===== src/rtl/dmem_arbiter_if.sv =====
// Request/response bundle for one client port of the data-memory arbiter.
// The client (master) drives the request fields; the arbiter (slave) returns
// ready and the one-cycle completion response.
interface dmem_arbiter_if #(
  parameter int DWIDTH = 32
);
  logic              valid;
  logic              ready;
  logic              we;
  logic [1:0]        size;
  logic              is_unsigned;
  logic [DWIDTH-1:0] addr;
  logic [DWIDTH-1:0] wdata;
  logic              resp_valid;
  logic [DWIDTH-1:0] resp_rdata;
  logic              resp_err;

  modport master (
    output valid, we, size, is_unsigned, addr, wdata,
    input  ready, resp_valid, resp_rdata, resp_err
  );

  modport slave (
    input  valid, we, size, is_unsigned, addr, wdata,
    output ready, resp_valid, resp_rdata, resp_err
  );
endinterface


===== src/rtl/dmem_arbiter.sv =====
// Two-port arbiter and access sequencer for a 32-bit word-wide data memory.
// Byte/half/word requests become aligned word accesses; sub-word loads are
// extracted and extended, sub-word stores are done as read-modify-write.
module dmem_arbiter #(
  parameter int DWIDTH    = 32,
  parameter int MEM_DEPTH = 1024
) (
  input  logic              clk,
  input  logic              rst,
  dmem_arbiter_if.slave     port0,
  dmem_arbiter_if.slave     port1,
  output logic [DWIDTH-1:0] mem_addr,
  output logic [DWIDTH-1:0] mem_wdata,
  output logic              mem_read_en,
  output logic              mem_write_en,
  input  logic [DWIDTH-1:0] mem_rdata
);

  typedef enum logic [1:0] {IDLE, ACCESS, RMW_WR, RESP} state_t;

  state_t                   state;
  logic                     last_grant;
  logic                     lat_we;
  logic [1:0]               lat_size;
  logic                     lat_uns;
  logic [1:0]               lat_lane;
  logic [15:0]              lat_wdata;
  logic                     lat_port;
  logic [1:0]               resp_valid;
  logic [1:0]               resp_err;
  logic [1:0][DWIDTH-1:0]   resp_rdata;

  // Round-robin grant: a lone requester wins, a tie goes away from last_grant.
  logic              sel1;
  logic              accept;
  logic              req_we;
  logic [1:0]        req_size;
  logic              req_uns;
  logic [DWIDTH-1:0] req_addr;
  logic [DWIDTH-1:0] req_wdata;
  logic [DWIDTH-1:0] req_aligned;
  logic              req_err;

  assign sel1   = port1.valid && (!port0.valid || !last_grant);
  assign accept = (state == IDLE) && (port0.valid || port1.valid);

  assign port0.ready = (state == IDLE) && port0.valid && !sel1;
  assign port1.ready = (state == IDLE) && sel1;

  assign req_we    = sel1 ? port1.we          : port0.we;
  assign req_size  = sel1 ? port1.size        : port0.size;
  assign req_uns   = sel1 ? port1.is_unsigned : port0.is_unsigned;
  assign req_addr  = sel1 ? port1.addr        : port0.addr;
  assign req_wdata = sel1 ? port1.wdata       : port0.wdata;

  // All error conditions are resolved here so a bad request never touches memory.
  assign req_aligned = {req_addr[DWIDTH-1:2], 2'b00};
  assign req_err = (req_size == 2'b11)
                || ((req_size == 2'b01) && req_addr[0])
                || ((req_size == 2'b10) && (req_addr[1:0] != 2'b00))
                || (req_aligned >= DWIDTH'(MEM_DEPTH - 3))
                || req_addr[DWIDTH-1];

  // Lane extraction for loads and lane merge for sub-word stores.
  logic [4:0]        shamt;
  logic [DWIDTH-1:0] shifted;
  logic [DWIDTH-1:0] load_val;
  logic [DWIDTH-1:0] size_mask;
  logic [DWIDTH-1:0] merged;

  assign shamt     = {lat_lane, 3'b000};
  assign shifted   = mem_rdata >> shamt;
  assign size_mask = (lat_size == 2'b00) ? 32'h0000_00FF : 32'h0000_FFFF;
  assign merged    = (mem_rdata & ~(size_mask << shamt))
                   | (({16'h0000, lat_wdata} & size_mask) << shamt);

  // Extend the selected lane(s) according to size and the unsigned flag.
  always_comb begin
    load_val = shifted;
    case (lat_size)
      2'b00:   load_val = {{24{!lat_uns && shifted[7]}}, shifted[7:0]};
      2'b01:   load_val = {{16{!lat_uns && shifted[15]}}, shifted[15:0]};
      default: load_val = shifted;
    endcase
  end

  // Access sequencer: accept, drive the memory, optionally write back, respond.
  always_ff @(posedge clk or negedge rst) begin
    if (!rst) begin
      state        <= IDLE;
      last_grant   <= 1'b1;
      lat_we       <= 1'b0;
      lat_size     <= 2'b00;
      lat_uns      <= 1'b0;
      lat_lane     <= 2'b00;
      lat_wdata    <= '0;
      lat_port     <= 1'b0;
      mem_addr     <= '0;
      mem_wdata    <= '0;
      mem_read_en  <= 1'b0;
      mem_write_en <= 1'b0;
      resp_valid   <= '0;
      resp_err     <= '0;
      resp_rdata   <= '0;
    end else begin
      case (state)
        IDLE: begin
          if (accept) begin
            last_grant <= sel1;
            lat_port   <= sel1;
            lat_we     <= req_we;
            lat_size   <= req_size;
            lat_uns    <= req_uns;
            lat_lane   <= req_addr[1:0];
            lat_wdata  <= req_wdata[15:0];
            if (req_err) begin
              resp_valid[sel1] <= 1'b1;
              resp_err[sel1]   <= 1'b1;
              resp_rdata[sel1] <= '0;
              state            <= RESP;
            end else begin
              mem_addr <= req_aligned;
              if (req_we && (req_size == 2'b10)) begin
                mem_write_en <= 1'b1;
                mem_wdata    <= req_wdata;
              end else begin
                mem_read_en  <= 1'b1;
              end
              state <= ACCESS;
            end
          end
        end
        ACCESS: begin
          mem_read_en  <= 1'b0;
          mem_write_en <= 1'b0;
          if (lat_we && (lat_size != 2'b10)) begin
            mem_write_en <= 1'b1;
            mem_wdata    <= merged;
            state        <= RMW_WR;
          end else begin
            resp_valid[lat_port] <= 1'b1;
            resp_err[lat_port]   <= 1'b0;
            resp_rdata[lat_port] <= lat_we ? '0 : load_val;
            state                <= RESP;
          end
        end
        RMW_WR: begin
          mem_write_en         <= 1'b0;
          resp_valid[lat_port] <= 1'b1;
          resp_err[lat_port]   <= 1'b0;
          resp_rdata[lat_port] <= '0;
          state                <= RESP;
        end
        default: begin
          resp_valid <= '0;
          state      <= IDLE;
        end
      endcase
    end
  end

  assign port0.resp_valid = resp_valid[0];
  assign port0.resp_err   = resp_err[0];
  assign port0.resp_rdata = resp_rdata[0];
  assign port1.resp_valid = resp_valid[1];
  assign port1.resp_err   = resp_err[1];
  assign port1.resp_rdata = resp_rdata[1];

endmodule


===== src/flat_wrapper.sv =====
// flat-port wrapper written by rule: the top's interface ports become plain ports
module dmem_arbiter_flat 
#(
  parameter int DWIDTH    = 32,
  parameter int MEM_DEPTH = 1024
)
  (clk, rst, mem_addr, mem_wdata, mem_read_en, mem_write_en, mem_rdata, port0_valid, port0_we, port0_size, port0_is_unsigned, port0_addr, port0_wdata, port0_ready, port0_resp_valid, port0_resp_rdata, port0_resp_err, port1_valid, port1_we, port1_size, port1_is_unsigned, port1_addr, port1_wdata, port1_ready, port1_resp_valid, port1_resp_rdata, port1_resp_err);
  dmem_arbiter_if #(.DWIDTH(DWIDTH)) port0_i ();
  dmem_arbiter_if #(.DWIDTH(DWIDTH)) port1_i ();
  input  logic clk;
  input  logic rst;
  output logic [DWIDTH-1:0] mem_addr;
  output logic [DWIDTH-1:0] mem_wdata;
  output logic mem_read_en;
  output logic mem_write_en;
  input  logic [DWIDTH-1:0] mem_rdata;
  input wire logic [$bits(port0_i.valid)-1:0] port0_valid;
  input wire logic [$bits(port0_i.we)-1:0] port0_we;
  input wire logic [$bits(port0_i.size)-1:0] port0_size;
  input wire logic [$bits(port0_i.is_unsigned)-1:0] port0_is_unsigned;
  input wire logic [$bits(port0_i.addr)-1:0] port0_addr;
  input wire logic [$bits(port0_i.wdata)-1:0] port0_wdata;
  output wire logic [$bits(port0_i.ready)-1:0] port0_ready;
  output wire logic [$bits(port0_i.resp_valid)-1:0] port0_resp_valid;
  output wire logic [$bits(port0_i.resp_rdata)-1:0] port0_resp_rdata;
  output wire logic [$bits(port0_i.resp_err)-1:0] port0_resp_err;
  input wire logic [$bits(port1_i.valid)-1:0] port1_valid;
  input wire logic [$bits(port1_i.we)-1:0] port1_we;
  input wire logic [$bits(port1_i.size)-1:0] port1_size;
  input wire logic [$bits(port1_i.is_unsigned)-1:0] port1_is_unsigned;
  input wire logic [$bits(port1_i.addr)-1:0] port1_addr;
  input wire logic [$bits(port1_i.wdata)-1:0] port1_wdata;
  output wire logic [$bits(port1_i.ready)-1:0] port1_ready;
  output wire logic [$bits(port1_i.resp_valid)-1:0] port1_resp_valid;
  output wire logic [$bits(port1_i.resp_rdata)-1:0] port1_resp_rdata;
  output wire logic [$bits(port1_i.resp_err)-1:0] port1_resp_err;
  assign port0_i.valid = port0_valid;
  assign port0_i.we = port0_we;
  assign port0_i.size = port0_size;
  assign port0_i.is_unsigned = port0_is_unsigned;
  assign port0_i.addr = port0_addr;
  assign port0_i.wdata = port0_wdata;
  assign port0_ready = port0_i.ready;
  assign port0_resp_valid = port0_i.resp_valid;
  assign port0_resp_rdata = port0_i.resp_rdata;
  assign port0_resp_err = port0_i.resp_err;
  assign port1_i.valid = port1_valid;
  assign port1_i.we = port1_we;
  assign port1_i.size = port1_size;
  assign port1_i.is_unsigned = port1_is_unsigned;
  assign port1_i.addr = port1_addr;
  assign port1_i.wdata = port1_wdata;
  assign port1_ready = port1_i.ready;
  assign port1_resp_valid = port1_i.resp_valid;
  assign port1_resp_rdata = port1_i.resp_rdata;
  assign port1_resp_err = port1_i.resp_err;
  dmem_arbiter #(.DWIDTH(DWIDTH), .MEM_DEPTH(MEM_DEPTH)) u_core (.clk(clk), .rst(rst), .port0(port0_i), .port1(port1_i), .mem_addr(mem_addr), .mem_wdata(mem_wdata), .mem_read_en(mem_read_en), .mem_write_en(mem_write_en), .mem_rdata(mem_rdata));
endmodule

===== config.mk =====
export PLATFORM = sky130hd
export DESIGN_NAME = dmem_arbiter_flat
export DESIGN_NICKNAME = d
export VERILOG_FILES = /design/src/rtl/dmem_arbiter_if.sv /design/src/rtl/dmem_arbiter.sv /design/src/flat_wrapper.sv
export SDC_FILE = /design/constraint.sdc
export NUM_CORES = 1
export LEC_CHECK = 0
export CORE_MARGIN = 10
export CORE_UTILIZATION = 43
export CTS_CLUSTER_SIZE = 14
export DETAILED_ROUTE_END_ITERATION = 8
export PLACE_DENSITY = 0.78
export SYNTH_ARGS = -nofsm -noshare
export SYNTH_HDL_FRONTEND = slang
export SYNTH_SLANG_ARGS = --single-unit

===== constraint.sdc =====
create_clock -name clk -period 6.1 [get_ports clk]
set_clock_uncertainty 0.1 [all_clocks]
set_input_delay 1.83 -clock clk [delete_from_list [all_inputs] [get_ports clk]]
set_output_delay 1.83 -clock clk [all_outputs]
set_load 0.1 [all_outputs]

==> results.tsv, run 1 <==
stage	metric	value	unit
synthesis	Compound-Gate Fraction of Synth Area	20.3	%
timing	crit path time final	5050	ps
timing	setup violators final	0	
floorplanning	IO Pins	308	
synthesis	mapped cell area	8310	um^2
global_routing	GRT met3 Usage	8.13	%
synthesis	Synth Area in XOR/XNOR	0	%
detailed_routing	via count	7467	
power	Power Dens Cells	647	nW/um^2
power	switching power	4420	uW
power	clock network power share	13.6	%
power	Reg power frac	22.8	%
cts	clock latency on the worst-skew pair	430	ps
synthesis	Simple-Gate Fraction of Synth Area	11.6	%
global_routing	total track usage	23.0	%
synthesis	Unique masters post-synth	55	
timing	Peak Freq	198	MHz
detailed_routing	ANT nets after route	0	
worst_setup_path	crit path kind	in2out	
detailed_routing	router iterations before antenna repair	5	
cells_and_area	Finished Core Util	64.2	%
place	worst slack, placed	1060	ps
detailed_routing	initial DRC count	535	
cells_and_area	fraction of layout cells with a size suffix above 1	9.63	%
cells_and_area	final instance area	12100	um^2
worst_setup_path	r2r worst-path depth	7	
synthesis	largest family of logic cells by synthesized area	compound AO/OA/AOI/OAI gates	
worst_setup_path	Worst EP required	4170	ps
job	max cap viols	0	
global_routing	GR peak layer	met2	
place	DP Area	11500	um^2
worst_setup_path	WP depth	5	
worst_setup_path	Setup crit end kind	primary output	
worst_setup_path	CP delay by family, top	buffers and inverters	
cts	TritonCTS Buffers	17	
synthesis	Synth Area in Adders	0.602	%
status	status	complete, no violations	
floorplanning	Die X	159	um
synthesis	Synthesis Warnings	0	
detailed_routing	Vias/cell	5.60	
detailed_routing	total wire length after detailed routing	30300	um
global_routing	vias in the first global route	7874	
cts	clk slew on worst S/H paths	70	ps
timing	worst setup slack after layout	1050	ps
timing	period utilisation layout	82.9	%
cts	H-Tree Depth	4	
global_routing	first-pass GRT wire length	46300	um
timing	Slew Limit Headroom	25.2	%
power	sw frac	56.5	%
place	Final HPWL DP	23300	um
floorplanning	num rows	50	
synthesis	Post-synth EDFFs	0	
cts	CTS sink cnt	158	
synthesis	synthesized flop and latch total	158	
worst_setup_path	Crit path largest cell delay	570	ps
worst_setup_path	crit path DAT	3120	ps
cts	CTS Root Cell	clkbuf_16	
floorplanning	area of the core	18800	um^2
cts	# resized after CTS	0	
global_routing	pin count of the biggest net entering global routing	98	
power	Leakage	0.00519	uW
synthesis	Mapped Cells	784	
global_routing	M1 GR Usage	26.7	%
min_path	Hold Crit Class	reg2reg	
worst_setup_path	critical path, cell by cell	clkdlybuf4s50_1 -> a21boi_4 -> nand2_1 -> inv_1 -> buf_12	
worst_setup_path	worst-path maximum fanout	4	
timing	final hold viol count	0	
synthesis	syn_area_per_cell	10.6	um^2
cells_and_area	nets@finish	1233	
floorplanning	Initial Util	44.1	%
worst_setup_path	Startpoint Class	input pin	
floorplanning	die height	159	um
detailed_routing	DR WL/cell	22.7	um
global_routing	grt ovf	0	
floorplanning	die footprint	25300	um^2
power	worst vdd ir	0.000296	V
power	total power	7820	uW
cts	Post-CTS Setup Inserts	0	
cts	Post-CTS Hold Fix Bufs	0	
timing	fin. max-slew vios	0	
global_routing	global routing usage on met2	39.0	%
detailed_routing	# DRC	0	
timing	setup TNS	0	ps
timing	unrepaired setup endpoints after global routing	false	
power	Pint	3400	uW
synthesis	Post-synth top flop	dfrtp_1	
place	GP Congestion	0.858	
synthesis	mux contribution to synthesized area	15.6	%
global_routing	initial antenna violation count	7	
timing	Worst Tran Pin Value	1120	ps
cts	CTS tree	yes	
worst_setup_path	Critical Path Slowest Stage Cell	clkdlybuf4s50_1	
place	IO buf count	305	
synthesis	sequential fraction of the synthesis area	47.6	%
worst_setup_path	WP buf/inv	3	
power	Combinational Power Share	63.6	%
cells_and_area	area delta synth->final	45.5	%
cts	Max Buffers Root-to-Sink	2	
min_path	WHS Path Cells	1	
synthesis	ys async rst share	100	%
[registers in the layout, indices dropped and copies added (netlist names)]
register and flops:
u_core.lat_lane 2, u_core.resp_valid 2, u_core.mem_addr 30, u_core.lat_wdata 16, u_core.port0.resp_rdata 32, u_core.lat_uns 1
u_core.port1.resp_rdata 32, u_core.state 2, u_core.lat_port 1, u_core.mem_wdata 32, u_core.mem_read_en 1, u_core.last_grant 1
u_core.lat_we 1, u_core.mem_write_en 1, u_core.resp_err 2, u_core.lat_size 2
[routing by layer]
| layer | part of all wire, % | up-vias | routed length [um] |
|---|---|---|---|
| li1 | - | 3428 | - |
| met1 | 39 | 3603 | 11800 |
| met2 | 49 | 376 | 15000 |
| met3 | 9.1 | 54 | 2760 |
| met4 | 2.3 | 6 | 702 |
| met5 | 0.13 | - | 38 |
[cells in the final DEF, fill, tap and decap left out, types with 4 or more instances in the layout]
| cell type | count |
|---|---|
| a21oi_1 | 50 |
| nor2b_1 | 39 |
| nand2_1 | 82 |
| nor4_1 | 11 |
| nor2_1 | 27 |
| a22o_1 | 32 |
| nor3_1 | 5 |
| clkinv_8 | 4 |
| a211o_1 | 7 |
| o211ai_1 | 14 |
| inv_1 | 9 |
| a211oi_1 | 15 |
| nand4_1 | 4 |
| o2bb2ai_1 | 32 |
| a21o_1 | 8 |
| dfrtp_1 | 155 |
| a311o_1 | 7 |
| mux2_2 | 12 |
| o21ai_0 | 52 |
| mux2_4 | 28 |
| a31oi_1 | 5 |
| clkdlybuf4s50_1 | 302 |
| or2_2 | 4 |
| mux2i_1 | 74 |
| inv_8 | 5 |
| clkbuf_16 | 17 |
| clkinv_4 | 4 |
| buf_4 | 12 |
| and3_1 | 8 |
[worst reg2reg max path: cells and delay by family, from the launching register on]
kind	cells	cell delay [ps]
and+or+nand+nor	3	1540
adders and majority gates	1	360
buffers and inverters	1	90
DFF	1	410
AOI/OAI and AO/OA	2	720
[per-stage QoR]
| stage | cells | hold slack [ps] |
|---|---|---|
| 6_report | 1333 | 392 |
| 5_1_grt | 1332 | 407 |
| 4_1_cts | 1330 | 393 |
| 3_5_place_dp | 1298 | 372 |
| 3_3_place_gp | 1298 | 372 |
| 2_1_floorplan | 785 | 367 |
[synth_stat cells (3+ instances only)]
| cell type | number | area, um^2 |
|---|---|---|
| or2_2 | 4 | 25.0 |
| a211oi_1 | 15 | 113 |
| mux2_4 | 28 | 420 |
| buf_4 | 4 | 30.0 |
| o21ai_0 | 52 | 260 |
| nand2_1 | 82 | 308 |
| buf_12 | 3 | 60.1 |
| a22o_1 | 32 | 280 |
| mux2i_1 | 74 | 741 |
| clkbuf_1 | 38 | 143 |
| nor2b_1 | 39 | 244 |
| buf_2 | 12 | 60.1 |
| nand3_1 | 3 | 15.0 |
| nor2_1 | 27 | 101 |
| buf_1 | 6 | 22.5 |
| o211ai_1 | 14 | 105 |
| nor4_1 | 11 | 68.8 |
| o2bb2ai_1 | 32 | 280 |
| dfrtp_1 | 157 | 3930 |
| a31oi_1 | 5 | 31.3 |
| mux2_2 | 12 | 135 |
| nand4_1 | 4 | 25.0 |
| and3_1 | 8 | 50.1 |
| a311o_1 | 7 | 70.1 |
| a21o_1 | 8 | 60.1 |
| inv_1 | 9 | 33.8 |
| ha_1 | 4 | 50.1 |
| a211o_1 | 7 | 61.3 |
| a21oi_1 | 50 | 250 |
| o31ai_1 | 3 | 22.5 |
| nor3_1 | 5 | 25.0 |
[path summary, 6_finish.rpt]
| path | from | to | slack [ps] |
|---|---|---|---|
| worst max-delay path | port1_valid | port1_ready | 1050 |
| worst max register to register | u_core.state[0]$_DFFE_PN0P_ | u_core.port0.resp_rdata[20]$_DFFE_PN0P_ | 2770 |
| min in group asynchronous | rst | u_core.mem_wdata[4]$_DFFE_PN0P_ | 1400 |
| worst min register to register | u_core.port1.resp_rdata[18]$_DFFE_PN0P_ | u_core.port1.resp_rdata[18]$_DFFE_PN0P_ | 390 |
| max in group asynchronous | rst | u_core.last_grant$_DFFE_PN1P_ | 3490 |
| worst min-delay path | u_core.port1.resp_rdata[18]$_DFFE_PN0P_ | u_core.port1.resp_rdata[18]$_DFFE_PN0P_ | 390 |
[final cells by class]
| class | instances | area, um^2 |
|---|---|---|
| multi-input combinational | 553 | 4020 |
| tap | 260 | 325 |
| clock buffer | 17 | 425 |
| clock inverter | 15 | 173 |
| antenna | 3 | 7.51 |
| inverter | 11 | 41.3 |
| fill | 1537 | 6740 |
| timing repair buffer | 316 | 3140 |
| sequential | 158 | 3960 |
[cells by family (layout without fill, tap and decap cells)]
| logic type | Yosys count | in the layout |
|---|---|---|
| adders and majority gates | 4 | 4 |
| DFF | 158 | 158 |
| and+or+nand+nor | 196 | 196 |
| buffers and inverters | 74 | 359 |
| muxes | 114 | 114 |
| AOI/OAI and AO/OA | 237 | 237 |
| other | 1 | 5 |
[power by group through the flow]
stage / combinational [uW] / clock (uW) / sequential [uW]
2_1_floorplan: 1730 / 0 / 3730
3_3_place_gp: 4920 / 0 / 1780
3_5_place_dp: 4970 / 0 / 1780
4_1_cts: 4980 / 1080 / 1770
5_1_grt: 5190 / 1120 / 1830
6_report: 4970 / 1070 / 1780
(Power assumes the default switching activity.)
==> run 2: changes to the inputs <==
--- a/config.mk
+++ b/config.mk
@@ -6,7 +6,7 @@
 export NUM_CORES = 1
 export LEC_CHECK = 0
 export CORE_MARGIN = 10
-export CORE_UTILIZATION = 43
+export CORE_UTILIZATION = 41
 export CTS_CLUSTER_SIZE = 14
 export DETAILED_ROUTE_END_ITERATION = 8
 export PLACE_DENSITY = 0.78
==> constraint.sdc (replaced) <==
create_clock -name clk -period 4.4 [get_ports clk]
set_clock_uncertainty 0.1 [all_clocks]
set_input_delay 1.32 -clock clk [delete_from_list [all_inputs] [get_ports clk]]
set_output_delay 1.32 -clock clk [all_outputs]
set_load 0.1 [all_outputs]
==> run 2 against run 1 <==
Compared with the run above:
- register-to-register slack lost 1400 ps
- combinational power grew 39%
- critical path type unchanged
- routed wire length shrank 0.12%
- first-iteration DRC count shrank 11%
- critical endpoint unchanged
- highest routed layer is now met4
- sequential cell count is the same
- non-clock buffer count grew 8
- sequential share of layout area shrank 0.28 points
- count of clock-buffer cells in the layout is the same
- utilization shrank 3.6 points
- via count shrank 0.67%
==> results.tsv, run 2 (same netlist as run 1, synthesis figures left out) <==
stage	metric	value	unit	change
timing	period utilisation layout	94.8	%	
cells_and_area	nets@finish	1241		+0.65%
floorplanning	Initial Util	41.3	%	-2.8 points
cts	CTS Root Cell	clkbuf_16		
timing	final hold viol count	0		unchanged
cts	H-Tree Depth	4		unchanged
timing	Slew Limit Headroom	29.2	%	+4.0 points
global_routing	initial antenna violation count	0		-7
cells_and_area	biggest regs	u_core.mem_wdata x32, u_core.port0.resp_rdata x32, u_core.port1.resp_rdata x32		
cells_and_area	most common cell after layout, fill and taps aside	clkdlybuf4s50_1		
detailed_routing	via count	7417		-0.67%
power	worst vdd ir	0.000406	V	+37%
detailed_routing	# DRC	0		unchanged
global_routing	grt ovf	0		unchanged
global_routing	first-pass GRT wire length	45800	um	-1.1%
timing	Peak Freq	240	MHz	
global_routing	vias in the first global route	7741		-1.7%
timing	fin. max-slew vios	0		unchanged
timing	crit path time final	4170	ps	
detailed_routing	DR WL/cell	22.4	um	-1.3%
cts	clk slew on worst S/H paths	70	ps	about the same
status	status	complete, no violations		
cts	CTS tree	yes		
floorplanning	num rows	52		+4.0%
floorplanning	die footprint	26400	um^2	+4.3%
cts	clock latency on the worst-skew pair	430	ps	about the same
floorplanning	die height	162	um	+2.1%
cells_and_area	fraction of layout cells with a size suffix above 1	10.6	%	+0.95 points
place	GP Congestion	0.934		+8.8%
floorplanning	area of the core	20100	um^2	+6.8%
worst_setup_path	Worst EP required	2980	ps	-1190 ps
global_routing	total track usage	22.5	%	-0.55 points
cts	Post-CTS Setup Inserts	0		unchanged
cts	TritonCTS Buffers	17		unchanged
job	max cap viols	0		unchanged
timing	final hold slack	394	ps	+1.48 ps
power	Power Dens Cells	890	nW/um^2	+38%
worst_setup_path	Setup crit end kind	primary output		
floorplanning	IO Pins	308		unchanged
detailed_routing	ANT nets after route	0		unchanged
detailed_routing	initial DRC count	474		-11%
detailed_routing	total wire length after detailed routing	30300	um	-0.12%
floorplanning	Die X	162	um	+2.1%
cells_and_area	most frequent cells in the layout	clkdlybuf4s50_1, dfrtp_1, nand2_1, mux2i_1, o21ai_0		
min_path	Hold Crit Class	reg2reg		
worst_setup_path	worst-path maximum fanout	8		+4
timing	setup TNS	0	ps	unchanged
place	Final HPWL DP	23800	um	+2.1%
cts	Max Buffers Root-to-Sink	2		unchanged
cells_and_area	Filler Cell Count	1680		+9.3%
timing	setup violators final	0		unchanged
worst_setup_path	crit path DAT	2750	ps	-370 ps
worst_setup_path	crit path kind	in2out		
detailed_routing	Vias/cell	5.50		-1.8%
cts	CTS sink cnt	158		unchanged
place	IO buf count	305		unchanged
cts	Post-CTS Hold Fix Bufs	0		unchanged
power	Leakage	0.00524	uW	+1.1%
detailed_routing	router iterations before antenna repair	6		+1
cts	# resized after CTS	0		unchanged
global_routing	pin count of the biggest net entering global routing	89		-9.2%
timing	Worst Tran Pin Value	1060	ps	-59.8 ps
timing	unrepaired setup endpoints after global routing	false		
worst_setup_path	Startpoint Class	input pin		
cells_and_area	area delta synth->final	46.7	%	
run 2: final timing paths:
path	start	endpoint	slack [ps]	depth (start not counted)
worst min-delay path	u_core.port1.resp_rdata[22]$_DFFE_PN0P_	u_core.port1.resp_rdata[22]$_DFFE_PN0P_	390	1
worst min register to register	u_core.port1.resp_rdata[22]$_DFFE_PN0P_	u_core.port1.resp_rdata[22]$_DFFE_PN0P_	390	1
min in group asynchronous	rst	u_core.port1.resp_rdata[28]$_DFFE_PN0P_	860	1
worst max register to register	u_core.state[1]$_DFFE_PN0P_	u_core.port1.resp_rdata[10]$_DFFE_PN0P_	1390	6
worst max-delay path	port1_valid	port1_ready	230	5
max in group asynchronous	rst	u_core.last_grant$_DFFE_PN1P_	2490	2
run 2: per-layer routing:
| metal | up-vias | routed length, um | GRT usage [%] |
|---|---|---|---|
| met5 | - | 0 | 0 |
| met4 | 0 | 726 | 8.06 |
| met3 | 40 | 2340 | 7.25 |
| met2 | 310 | 15100 | 38.4 |
| met1 | 3623 | 12100 | 25.9 |
| li1 | 3444 | - | - |
run 2: layout make-up:
class / count / area [um^2] / area share [%]
multi-input combinational: 553 / 4020 / 33.0
sequential: 158 / 3960 / 32.5
timing repair buffer: 324 / 3240 / 26.5
clock buffer: 17 / 425 / 3.49
tap: 270 / 338 / 2.77
clock inverter: 15 / 173 / 1.42
inverter: 11 / 41.3 / 0.339
antenna: 1 / 2.50 / 0.0205
run 2: critical path, cell delays in order:
cell	delay, ps
clkdlybuf4s50_1	590
a21boi_4	350
nand2_1	160
inv_1	140
buf_12	180
run 2: per-stage QoR:
| step | utilization [%] | cells | worst slack, ps | cell area [um^2] | total power (uW) |
|---|---|---|---|---|---|
| detailed placement | 57.7 | 1316 | 118 | 11600 | 9400 |
| finish | 60.6 | 1349 | 230 | 12200 | 10800 |
| global placement | 57.7 | 1316 | 152 | 11600 | 9310 |
| floorplan | - | 785 | 39.2 | 8320 | 7580 |
| global route | 60.6 | 1348 | 152 | 12200 | 11300 |
| CTS | 60.6 | 1348 | 235 | 12200 | 10900 |
run 2: where the power goes:
part	leakage (uW)	switching [uW]	internal [uW]
Clock	0.000292	698	762
Combinational	0.00288	4900	2030
Sequential	0.00207	483	1980
Total	0.00524	6080	4770
